### src/rtl/lia_excitation_generator.sv
// lia_excitation_generator: phase-continuous DDS sine source with gain, phase offset and exported reference phase.
// Define EXC_SWEEP_EN to compile in the stepped frequency-sweep FSM; otherwise current_tw follows tuning_word.
module lia_excitation_generator #(
  parameter int DATA_WIDTH  = 16,
  parameter int PHASE_WIDTH = 32,
  parameter int LUT_AW      = 8
) (
  input  logic                   clk,
  input  logic                   rst_n,
  input  logic                   enable,
  input  logic                   sample_tick,
  input  logic [PHASE_WIDTH-1:0] tuning_word,
  input  logic [15:0]            amplitude,
  input  logic [15:0]            phase_offset,
  input  logic                   sweep_start,
  input  logic [PHASE_WIDTH-1:0] sweep_start_tw,
  input  logic [PHASE_WIDTH-1:0] sweep_step_tw,
  input  logic [15:0]            sweep_steps,
  input  logic [15:0]            dwell_samples,
  output logic [DATA_WIDTH-1:0]  exc_data,
  output logic                   exc_valid,
  output logic                   cycle_sync,
  output logic [PHASE_WIDTH-1:0] ref_phase,
  output logic [PHASE_WIDTH-1:0] current_tw,
  output logic                   sweep_busy,
  output logic                   sweep_done,
  output logic [15:0]            sweep_idx
);
  localparam int MW = DATA_WIDTH - 1;
  localparam int QW = LUT_AW + 2;
  localparam longint FS = (longint'(1) <<< MW) - 1;
  // Quarter-wave table from a 2^30 fixed-point Taylor series, folded to constants at elaboration
  function automatic logic [MW-1:0] lut_val(input int k);
    longint x, x2, term, sum;
    x = (64'sd3373259426 * longint'(2 * k + 1)) >>> QW;
    x2 = (x * x) >>> 30;
    term = x;
    sum = x;
    for (int n = 1; n < 12; n++) begin
      term = -((term * x2) >>> 30) / longint'((2 * n) * (2 * n + 1));
      sum = sum + term;
    end
    return MW'((sum * FS + (longint'(1) <<< 29)) >>> 30);
  endfunction
  logic [MW-1:0] lut [2**LUT_AW];
  for (genvar k = 0; k < 2**LUT_AW; k++) begin : g_lut
    assign lut[k] = lut_val(k);
  end
  logic [PHASE_WIDTH-1:0] phase, r1, r2;
  logic [QW-1:0] p1;
  logic [DATA_WIDTH-1:0] sine2;
  logic [MW-1:0] mag;
  logic v1, v2, c1, c2;
  always_comb begin
    mag = lut[p1[QW-2] ? ~p1[QW-3:0] : p1[QW-3:0]];
  end
  always_ff @(posedge clk or negedge rst_n) begin
    if (!rst_n) begin
      phase <= '0;
      p1 <= '0;
      r1 <= '0;
      r2 <= '0;
      c1 <= 1'b0;
      c2 <= 1'b0;
      v1 <= 1'b0;
      v2 <= 1'b0;
      sine2 <= '0;
      exc_data <= '0;
      exc_valid <= 1'b0;
      cycle_sync <= 1'b0;
      ref_phase <= '0;
    end else begin
      v1 <= enable && sample_tick;
      v2 <= enable && v1;
      exc_valid <= enable && v2;
      cycle_sync <= enable && v2 && c2;
      if (!enable) phase <= '0;
      else if (sample_tick) begin
        {c1, phase} <= {1'b0, phase} + {1'b0, current_tw};
        p1 <= QW'((phase[PHASE_WIDTH-1 -: 16] + phase_offset) >> (16 - QW));
        r1 <= phase;
      end
      if (v1) begin
        sine2 <= p1[QW-1] ? -{1'b0, mag} : {1'b0, mag};
        r2 <= r1;
        c2 <= c1;
      end
      // 33-bit signed product; taking bits above 16 floors like an arithmetic shift
      if (enable && v2) begin
        exc_data <= DATA_WIDTH'(({{17{sine2[DATA_WIDTH-1]}}, sine2} * {{(DATA_WIDTH + 1){1'b0}}, amplitude}) >> 16);
        ref_phase <= r2;
      end
    end
  end
`ifdef EXC_SWEEP_EN
  typedef enum logic {IDLE, DWELL} state_t;
  state_t state, state_nx;
  logic [15:0] dwell_cnt, dwell_last;
  logic start_ok, tick_dw, step_evt, last_step;
  always_comb begin
    dwell_last = dwell_samples == 16'd0 ? 16'd0 : dwell_samples - 16'd1;
    start_ok = enable && sweep_start && state == IDLE;
    tick_dw = enable && sample_tick && state == DWELL;
    step_evt = tick_dw && dwell_cnt >= dwell_last;
    last_step = sweep_idx == sweep_steps - 16'd1;
    state_nx = !enable ? IDLE : (start_ok && sweep_steps != 16'd0) ? DWELL : (step_evt && last_step) ? IDLE : state;
  end
  always_ff @(posedge clk or negedge rst_n) begin
    if (!rst_n) begin
      state <= IDLE;
      dwell_cnt <= '0;
      sweep_idx <= '0;
      sweep_done <= 1'b0;
      current_tw <= '0;
    end else begin
      state <= state_nx;
      sweep_done <= (start_ok && sweep_steps == 16'd0) || (step_evt && last_step);
      dwell_cnt <= start_ok ? '0 : tick_dw ? (step_evt ? '0 : dwell_cnt + 16'd1) : dwell_cnt;
      sweep_idx <= start_ok ? '0 : (step_evt && !last_step) ? sweep_idx + 16'd1 : sweep_idx;
      current_tw <= state_nx == IDLE ? tuning_word : start_ok ? sweep_start_tw : step_evt ? current_tw + sweep_step_tw : current_tw;
    end
  end
  assign sweep_busy = state == DWELL;
`else
  logic unused_sweep;
  assign unused_sweep = ^{sweep_start, sweep_start_tw, sweep_step_tw, sweep_steps, dwell_samples};
  always_ff @(posedge clk or negedge rst_n) begin
    if (!rst_n) current_tw <= '0;
    else current_tw <= tuning_word;
  end
  assign sweep_busy = 1'b0;
  assign sweep_done = 1'b0;
  assign sweep_idx = '0;
`endif
endmodule

### config.mk
export PLATFORM = sky130hd
export DESIGN_NAME = lia_excitation_generator
export DESIGN_NICKNAME = d
export VERILOG_FILES = /design/src/rtl/lia_excitation_generator.sv
export SDC_FILE = /design/constraint.sdc
export NUM_CORES = 1
export LEC_CHECK = 0
export BUFFER_PORTS_ARGS = -buffer_cell sky130_fd_sc_hd__buf_2
export CAP_MARGIN = 15
export CORE_MARGIN = 3
export CORE_UTILIZATION = 55
export CTS_CLUSTER_SIZE = 8
export DETAILED_ROUTE_END_ITERATION = 6
export PLACE_DENSITY_LB_ADDON = 0.2
export SETUP_SLACK_MARGIN = 0.05
export SLEW_MARGIN = 20
export SYNTH_ARGS = -nofsm -noshare
export SYNTH_HDL_FRONTEND = slang
export SYNTH_SLANG_ARGS = --single-unit
### constraint.sdc
create_clock -name clk -period 9.6 [get_ports clk]
set_input_delay 1.92 -clock clk [delete_from_list [all_inputs] [get_ports clk]]
set_output_delay 1.92 -clock clk [all_outputs]
set_load 0.02 [all_outputs]
==> Word-level counts from Yosys, hierarchy flattened <==
Memories as Yosys holds them, arrays and structs flattened.
Cells that the tools add are included.
{ "word_totals": {"ff_bits": 208, "latchBits": 0, "ramBits": 0, "rom_bits": 3840, "inputBits": 165, "output_inout_bits": 100, "elab_cells": 34, "memories": 1} }
{ "op_classes": {"n_addsub": 3, "mul": 1, "div": 0, "order_cmp": 1, "n_eq_ne": 1, "n_shift": 0, "muxes": 6, "bitwise": 2, "n_reduce_logical": 5} }
{ "memory_table": {"columns": ["memory", "words", "word_bits", "rd", "rd_clocked_by_memory_dff", "write_ports", "line_no", "rtl"], "rows": [
  ["(name not given)", 256, 15, 1, 0, 0, "55", "mag = lut[p1[QW-2] ? ~p1[QW-3:0] : p1[QW-3:0]];"]
]} }
{ "op_table": {"columns": ["cell", "n"], "rows": [
  ["$mux W32", 2],
  ["$add A32 B32 Y33", 1],
  ["$mul A16 B17 Y32", 1],
  ["$mux W15", 2],
  ["$add A16 B16 Y16", 1],
  ["$mux W16", 1],
  ["$neg A15 Y16", 1],
  ["$ge A9 B9 Y1 const B", 1],
  ["$not A8 Y9", 1],
  ["$mux W8", 1],
  ["$not A8 Y8", 1],
  ["$logic_and A1 B1 Y1", 4],
  ["$ne A2 B1 Y1 const B", 1],
  ["$reduce_and A2 Y1", 1]
]} }

==> Logic depth before layout (Yosys ltp) <==
Gate-level depths: netlist of the first run.
{ "logic_depth": {"depth_word": 8, "depth_mapped": 25, "mapped_depth_nobuf": 24} }

==> Worst setup path before layout of the first run <==
OpenSTA, ideal clock, no wires.
{ "synth_path": {"kind": "input port to flip-flop", "from": "in amplitude[12]", "to": "reg exc_data[13]", "setup_time_ps": 135, "t_arrival_ps": 7476, "required_time_ps": 9465, "slack_ps": 1990, "stages": 22, "n_path_buf": 1, "path_cell_list": "clkbuf_1 nand2_1 fa_1 fa_1 fa_1 inv_1 fa_1 fa_1 inv_1 fa_1 inv_1 ha_1 a21o_1 a21o_1 a21oi_1 nand4_1 nand3_1 a31oi_1 or4_1 a31oi_1 xor2_1 o21ai_0"} }
{ "synth_via": {"elab_chain_cells": 1} }
{ "synth_lines": {"columns": ["item", "line_no", "rtl"], "rows": [
  ["start, declared", "13", "input logic [15:0] amplitude,"],
  ["$mul A16 B17 Y32", "90", "exc_data <= DATA_WIDTH'(({{17{sine2[DATA_WIDTH-1]}}, sine2} * {{(DATA_WIDTH + 1){1'b0}}, amplitude}) >> 16);"],
  ["end signal, assigned", "90", null],
  ["end, declared", "20", "output logic [DATA_WIDTH-1:0] exc_data,"]
]} }
No other way between the ends.
A chain may end at the register's enable or synchronous reset.

==> Worst setup path after layout of the first run <==
{ "layout_path": {"from": "in amplitude[9]", "to": "reg exc_data[15]"} }
Same word-level chain as after synthesis.

==> qor.log, run 1 <==
[synthesis] number of instances in the synthesized netlist 2799
[synthesis] number of distinct library cells after synthesis 106
[critical_path] required time reported for the critical path endpoint 10.08 ns
[synthesis] number of synthesized flops with an enable pin 0
[detailed_routing] DRC violation count after routing 0
[critical_path] Cell Chain, Critical Path buf_2 -> nand2_1 -> fa_1 -> fa_1 -> fa_1 -> fa_1 -> inv_1 -> fa_1 -> inv_1 -> fa_1 -> inv_1 -> ha_1 -> nand4_1 -> nor3_1 -> a21oi_1 -> nand4_1 -> nand3_1 -> nand3_1 -> a31oi_1 -> o21ai_0 -> or4_1 -> nand3_1
[hold_path] Worst Min Path Start exc_data[4]
[synthesis] share of the yosys chip area belonging to registers 21.0%
[global_routing] first-pass GRT wire length 142000 um
[placed_design] DPL Wire Length 66800 um
[global_routing] met3 track demand over resource 10.9%
[sta] fmax 0.126 GHz
[sta] clock tree skew after final layout 0.0374 ns
[synthesis] async set or reset register ratio after synthesis 100%
[detailed_routing] WL/cell 27.5 um
[detailed_routing] detailed-route via count 23.0k
[floorplan] placeable core region 0.0443 mm^2
[critical_path] Critical R2R Launch sine2[7]
[job] number of max-capacitance violations reported 0
[placed_design] final estimated routing congestion in global placement 1.09
[finish] highest-count cells in the layout ignoring fill and taps sky130_fd_sc_hd__inv_1 (279), sky130_fd_sc_hd__nand2_1 (256), sky130_fd_sc_hd__dfrtp_1 (203)
[clock_tree] TritonCTS clock tree yes
[clock_tree] post-CTS repair timing setup buffer count 0
[global_routing] grt met2 use 61.5%
[critical_path] Setup CP Type input pin to flop
[sta] transition at the pin with the smallest max-transition slack 1.19 ns
[sta] final setup margin 1.67 ns
[critical_path] maximum net fanout on the critical path 16
[clock_tree] quantity of hold-fixing buffers added after cts 0
[critical_path] most used cell, CP sky130_fd_sc_hd__fa_1
[clock_tree] TritonCTS Sinks 208
[detailed_routing] DRT antenna net count 0
[hold_path] Hold Crit Class flop to flop
[sta] Final period util 82.6%
[finish] fraction of final layout cells sized beyond drive strength 1 14.1%
[critical_path] data arrival at the endpoint of the critical path 8.41 ns
[critical_path] Max stage delay on crit path 0.59 ns
[floorplan] Cell Rows 77
[clock_tree] buffers from clock root to sink, at most 3
[detailed_routing] detailed router's first-iteration violation count 2704
[critical_path] crit path launch amplitude[9]
[critical_path] Critical Path Slowest Stage Cell sky130_fd_sc_hd__fa_1
[floorplan] overall die area 0.0476 mm^2
[detailed_routing] Detailed Route WL 94500 um
[finish] most common cell after layout, fill and taps aside sky130_fd_sc_hd__inv_1
[global_routing] number of global-route vias before repair 23.1k
[synthesis] cell area after synthesis 0.0248 mm^2
[clock_tree] H-tree level count 1
[global_routing] number of antenna violations at the first check in global routing 6
[sta] post-layout min period 7.93 ns
[placed_design] pre-CTS setup slack 1.22 ns
[synthesis] Mean Syn Cell Area 8.85 um^2
[clock_tree] cell chosen for the clock root sky130_fd_sc_hd__clkbuf_16
[detailed_routing] routed via count divided by cell count 6.69
[critical_path] startpoint types input pin
[sta] final hold violations 0
[finish] synth-to-layout area growth 7.06%
[status] run status completed
[sta] remaining max-slew budget at the tightest pin 21.0%
[sta] Max Transition Viols Final 0
[floorplan] number of I/O pins 265
[clock_tree] post-CTS resize count 0
[synthesis] FF+latch count, synth 208
[finish] number of nets in the finished design 3387
[sta] worst hold slack 0.479 ns
[clock_tree] clock slew at reported path FFs 0.05 ns
[synthesis] number of warnings printed during yosys synthesis 0
[placed_design] Port Buf Inserts 149
[sta] Sum Neg Setup Slack 0 ns
[clock_tree] Skew-Pair Late Insertion Delay 0.58 ns
[sta] final count of negative-setup-slack endpoints 0
[detailed_routing] TritonRoute pass-1 iters 6
[global_routing] remaining global-route overflow 0
[floorplan] vertical die dimension 218 um
[critical_path] Worst setup EP type flop
[global_routing] most utilized layer in the global route result met2
[sta] setup repair after global routing missed its margin false
[floorplan] die width 218 um
[global_routing] overall track demand over capacity in global routing 39.2%
[global_routing] maximum number of pins on one net before global-route repair 89
[clock_tree] number of clock buffers inserted by TritonCTS 30
[global_routing] GR Util met1 49.9%
[floorplan] effective utilization at floorplan 55.9%
[synthesis] top flip-flop cell by instance count after synthesis sky130_fd_sc_hd__dfrtp_1
==> cell usage after synthesis (all sizes together), types with 9 or more instances <==
cell type | instances | area, um^2
inv | 282 | 1060
nand2 | 257 | 965
dfrtp | 208 | 5200
fa | 197 | 3940
ha | 193 | 2410
o21ai | 154 | 771
and2 | 130 | 813
nor2 | 121 | 462
a21oi | 112 | 561
clkbuf | 110 | 414
buf | 105 | 682
mux2 | 101 | 1140
nor2b | 58 | 370
o22ai | 52 | 332
nor3 | 46 | 230
nand2b | 42 | 265
nand3 | 42 | 215
mux2i | 40 | 404
xnor2 | 40 | 358
a31oi | 36 | 238
a211oi | 34 | 255
xor2 | 30 | 278
o211ai | 27 | 208
a21o | 26 | 195
a22oi | 26 | 205
nand4 | 23 | 144
nor3b | 15 | 118
o21a | 15 | 113
o31ai | 15 | 118
or3 | 14 | 87.6
a211o | 13 | 114
o311ai | 12 | 105
or2 | 12 | 75.1
and3 | 11 | 68.8
a2111oi | 10 | 87.6
a221oi | 10 | 87.6
and3b | 9 | 78.8
o21bai | 9 | 67.6
o221ai | 9 | 78.8
o32ai | 9 | 86.3
==> final cells by class <==
class | count | area, um^2
inverter | 285 | 1070
sequential | 208 | 5220
clock inverter | 2 | 60.1
tap | 592 | 741
multi-input combinational | 2108 | 17500
timing repair buffer | 199 | 1130
antenna | 3 | 7.51
fill | 3766 | 17800
clock buffer | 36 | 783
==> layer usage <==
metal | vias up | routed length (um) | share of wire (%)
met3 | 411 | 10600 | 11
met1 | 11304 | 36000 | 38
li1 | 9758 | - | -
met2 | 1488 | 42000 | 44
met5 | - | 113 | 0.12
met4 | 6 | 5770 | 6.1
==> kinds of logic (layout without fill, tap and decap cells) <==
family	after synthesis	count (layout)	share of synthesized area [%]
simple gates	815	815	16.9
compound gates	669	669	18.4
buf+inv	500	522	8.74
xor+xnor	70	70	2.57
flops	208	208	21.0
other cells	1	21	0.0151
mux	146	146	6.68
fa+ha+maj	390	390	25.7
==> state kept, by name (all words and copies together) (netlist names) <==
signal,flops
current_tw,32
p1,10
cycle_sync,1
phase,32
sine2,16
r2,32
exc_data,16
ref_phase,32
v1,1
r1,32
exc_valid,1
c1,1
c2,1
v2,1
==> path summary, 6_finish.rpt <==
| check | slack, ns | depth (start not counted) | end |
|---|---|---|---|
| min | 0.48 | 2 | exc_data[4] |
| min in group asynchronous | 1.36 | 1 | sine2[3] |
| max in group asynchronous | 6.20 | 3 | v1 |
| min reg2reg | 0.48 | 2 | exc_data[4] |
| max | 1.67 | 22 | exc_data[15] |
| max reg2reg | 2.55 | 22 | exc_data[15] |
==> worst max-delay path, delay by kind of cell <==
family	cells	cell delay, ns
AOI/OAI and AO/OA	3	0.92
buffers and inverters	4	0.51
adders and majority gates	7	3.38
and+or+nand+nor	8	1.67
==> through the flow <==
stage               area [um^2]  util, %  cells
global route              26500     59.8   3432
finish                    26500     59.9   3433
detailed placement        25700     57.9   3392
floorplan                 24800        -   2816
global placement          25700     57.9   3392
CTS                       26500     59.8   3430
Power of run 1 is left out: the tool's default activity adds up to more than one toggle a clock period on the data nets, which glitch-free logic cannot reach.
==> run 2: changes to the inputs <==
==> constraint.sdc (replaced) <==
create_clock -name clk -period 7.9 [get_ports clk]
set_input_delay 1.58 -clock clk [delete_from_list [all_inputs] [get_ports clk]]
set_output_delay 1.58 -clock clk [all_outputs]
set_load 0.02 [all_outputs]
==> qor.log, run 2 (synthesis gave the netlist of run 1 again) <==
[critical_path] endpoint of the worst-slack reg-to-reg timing path exc_data[15] [unchanged]
[finish] Fill cells 3660 [was 3766]
[sta] transition at the pin with the smallest max-transition slack 1.24 ns [was 1.19 ns]
[sta] setup repair after global routing missed its margin false [unchanged]
[status] failing checks DRC
[critical_path] most used cell, CP sky130_fd_sc_hd__fa_1 [unchanged]
[status] run status complete, but fails checks [was completed]
[sta] Sum Neg Setup Slack 0 ns [unchanged]
[global_routing] remaining global-route overflow 0 [unchanged]
[finish] most common cell after layout, fill and taps aside sky130_fd_sc_hd__inv_1 [unchanged]
[clock_tree] TritonCTS Sinks 208 [unchanged]
[sta] Max Transition Viols Final 0 [unchanged]
[floorplan] overall die area 0.0476 mm^2 [unchanged]
[sta] post-layout min period 7.35 ns
[critical_path] required time reported for the critical path endpoint 8.38 ns [was 10.08 ns]
[clock_tree] Skew-Pair Late Insertion Delay 0.59 ns [was 0.58 ns]
[global_routing] maximum number of pins on one net before global-route repair 124 [was 89]
[hold_path] Hold Crit Class flop to flop [unchanged]
[placed_design] final estimated routing congestion in global placement 1.12 [was 1.09]
[critical_path] Worst setup EP type flop [unchanged]
[critical_path] Critical Path Slowest Stage Cell sky130_fd_sc_hd__fa_1 [unchanged]
[critical_path] capturing instance or port of the critical path exc_data[15] [unchanged]
[clock_tree] post-CTS resize count 0 [unchanged]
[global_routing] number of global-route vias before repair 22.9k [was 23.1k]
[critical_path] Cell Chain, Critical Path buf_2 -> and2_1 -> fa_1 -> inv_1 -> fa_1 -> fa_1 -> inv_1 -> fa_1 -> fa_1 -> inv_1 -> fa_1 -> inv_1 -> ha_1 -> a21o_1 -> a21o_1 -> a21oi_1 -> nand4_1 -> nand3_1 -> buf_4 -> nand3_1 -> a31oi_1 -> o21ai_0 -> or4_1 -> nand3_1 [was buf_2 -> nand2_1 -> fa_1 -> fa_1 -> fa_1 -> fa_1 -> inv_1 -> fa_1 -> inv_1 -> fa_1 -> inv_1 -> ha_1 -> nand4_1 -> nor3_1 -> a21oi_1 -> nand4_1 -> nand3_1 -> nand3_1 -> a31oi_1 -> o21ai_0 -> or4_1 -> nand3_1]
[critical_path] R2R Setup Slk 1.03 ns [was 2.55 ns]
[detailed_routing] detailed-route via count 22.7k [was 23.0k]
[detailed_routing] DRC violation count after routing 1 [was 0]
[critical_path] count of buffer and inverter cells on the critical path 6 [was 4]
[placed_design] DPL Wire Length 67900 um [was 66800 um]
[floorplan] vertical die dimension 218 um [unchanged]
[critical_path] logic depth of the worst path, buffers included 24 [was 22]
[critical_path] data arrival at the endpoint of the critical path 7.83 ns [was 8.41 ns]
[sta] clock tree skew after final layout 0.0445 ns [was 0.0374 ns]
[sta] Final period util 93.0%
[detailed_routing] DRT antenna net count 0 [unchanged]
[sta] remaining max-slew budget at the tightest pin 16.0% [was 21.0%]
[clock_tree] H-tree level count 1 [unchanged]
[detailed_routing] Detailed Route WL 92500 um [was 94500 um]
[global_routing] number of antenna violations at the first check in global routing 3 [was 6]
[critical_path] Critical R2R Launch sine2[1] [was sine2[7]]
[global_routing] first-pass GRT wire length 140000 um [was 142000 um]
[critical_path] crit path launch amplitude[9] [unchanged]
[detailed_routing] routed via count divided by cell count 6.60 [was 6.69]
[sta] final count of negative-setup-slack endpoints 0 [unchanged]
[floorplan] number of I/O pins 265 [unchanged]
[critical_path] maximum net fanout on the critical path 6 [was 16]
[critical_path] cell type group with the largest total delay on the critical path adder cells [unchanged]
[sta] final hold violations 0 [unchanged]
[finish] synth-to-layout area growth 7.46% [was 7.06%]
[clock_tree] quantity of hold-fixing buffers added after cts 0 [unchanged]
[clock_tree] buffers from clock root to sink, at most 3 [unchanged]
[clock_tree] number of clock buffers inserted by TritonCTS 30 [unchanged]
[critical_path] startpoint types input pin [unchanged]
[placed_design] Port Buf Inserts 149 [unchanged]
[clock_tree] post-CTS repair timing setup buffer count 0 [unchanged]
[floorplan] Cell Rows 77 [unchanged]
[clock_tree] clock slew at reported path FFs 0.05 ns [about the same]
[floorplan] placeable core region 0.0443 mm^2 [unchanged]
[detailed_routing] detailed router's first-iteration violation count 2605 [was 2704]
[finish] footprint of the flip-flops and latches 0.00522 mm^2 [unchanged]
[finish] highest-count cells in the layout ignoring fill and taps sky130_fd_sc_hd__inv_1 (279), sky130_fd_sc_hd__nand2_1 (256), sky130_fd_sc_hd__dfrtp_1 (203) [unchanged]
[global_routing] overall track demand over capacity in global routing 38.5% [was 39.2%]
[sta] fmax 0.136 GHz
[finish] fraction of final layout cells sized beyond drive strength 1 14.5% [was 14.1%]
[job] number of max-capacitance violations reported 0 [unchanged]
[critical_path] number of cells on the worst reg-to-reg path 22 [unchanged]
[detailed_routing] WL/cell 26.9 um [was 27.5 um]
[finish] area occupied by multi-input gates 0.0175 mm^2 [about the same]
[clock_tree] cell chosen for the clock root sky130_fd_sc_hd__clkbuf_16 [unchanged]
[detailed_routing] TritonRoute pass-1 iters 7 [was 6]
[finish] number of nets in the finished design 3398 [was 3387]
[critical_path] Max stage delay on crit path 0.54 ns [was 0.59 ns]
[clock_tree] TritonCTS clock tree yes [unchanged]
[critical_path] Setup CP Type input pin to flop [unchanged]
[floorplan] effective utilization at floorplan 55.9% [unchanged]
[floorplan] die width 218 um [unchanged]
==> run 2: final cells by class <==
cell class	instances	area share (%)
sequential	208	19.6
antenna	3	0.0282
clock buffer	34	2.88
multi-input combinational	2108	65.9
inverter	285	4.02
clock inverter	3	0.244
timing repair buffer	210	4.55
tap	592	2.78
==> run 2: how the worst min path moves through the flow <==
stage                       startpoint             to  slack [ns]  cells after the start
after floorplan                  r1[4]          r1[4]        0.44                      2
after global placement    exc_data[10]   exc_data[10]        0.46                      2
after detailed placement  exc_data[12]   exc_data[12]        0.47                      2
after CTS                  exc_data[3]    exc_data[3]        0.48                      2
after global routing            r2[29]  ref_phase[29]        0.50                      1
final                      exc_data[3]    exc_data[3]        0.48                      2
==> run 2: worst register-to-register path, stage by stage, from the launching register on <==
cell	delay (ns)
sky130_fd_sc_hd__dfrtp_1	0.72
sky130_fd_sc_hd__nand2_1	0.19
sky130_fd_sc_hd__fa_1	0.54
sky130_fd_sc_hd__fa_1	0.51
sky130_fd_sc_hd__fa_1	0.52
sky130_fd_sc_hd__inv_1	0.06
sky130_fd_sc_hd__fa_1	0.52
sky130_fd_sc_hd__fa_1	0.50
sky130_fd_sc_hd__inv_1	0.05
sky130_fd_sc_hd__fa_1	0.47
sky130_fd_sc_hd__inv_1	0.04
sky130_fd_sc_hd__ha_1	0.29
sky130_fd_sc_hd__a21o_1	0.16
sky130_fd_sc_hd__a21o_1	0.16
sky130_fd_sc_hd__a21oi_1	0.24
sky130_fd_sc_hd__nand4_1	0.27
sky130_fd_sc_hd__nand3_1	0.23
sky130_fd_sc_hd__buf_4	0.14
sky130_fd_sc_hd__nand3_1	0.08
sky130_fd_sc_hd__a31oi_1	0.28
sky130_fd_sc_hd__o21ai_0	0.24
sky130_fd_sc_hd__or4_1	0.51
sky130_fd_sc_hd__nand3_1	0.07
==> run 2: per-stage QoR <==
stage / cells / util, % / worst slack [ns] / hold WS (ns) / cell area, um^2
after floorplan: 2816 / - / 0.630 / 0.444 / 24800
after global placement: 3402 / 58.1 / 0.109 / 0.459 / 25700
after detailed placement: 3402 / 58.2 / 0.00411 / 0.469 / 25800
after CTS: 3439 / 60.0 / 0.587 / 0.481 / 26600
after global routing: 3440 / 60.1 / 0.276 / 0.505 / 26600
final: 3443 / 60.1 / 0.554 / 0.477 / 26600
==> run 2: per-layer routing <==
layer	up-vias	global-route usage, %	wire, um
met4	6	18.1	5450
met1	11227	49.3	35800
li1	9764	-	-
met5	-	0	47
met3	376	9.79	9480
met2	1359	61.2	41600
Power of run 2 is left out for the same reason.
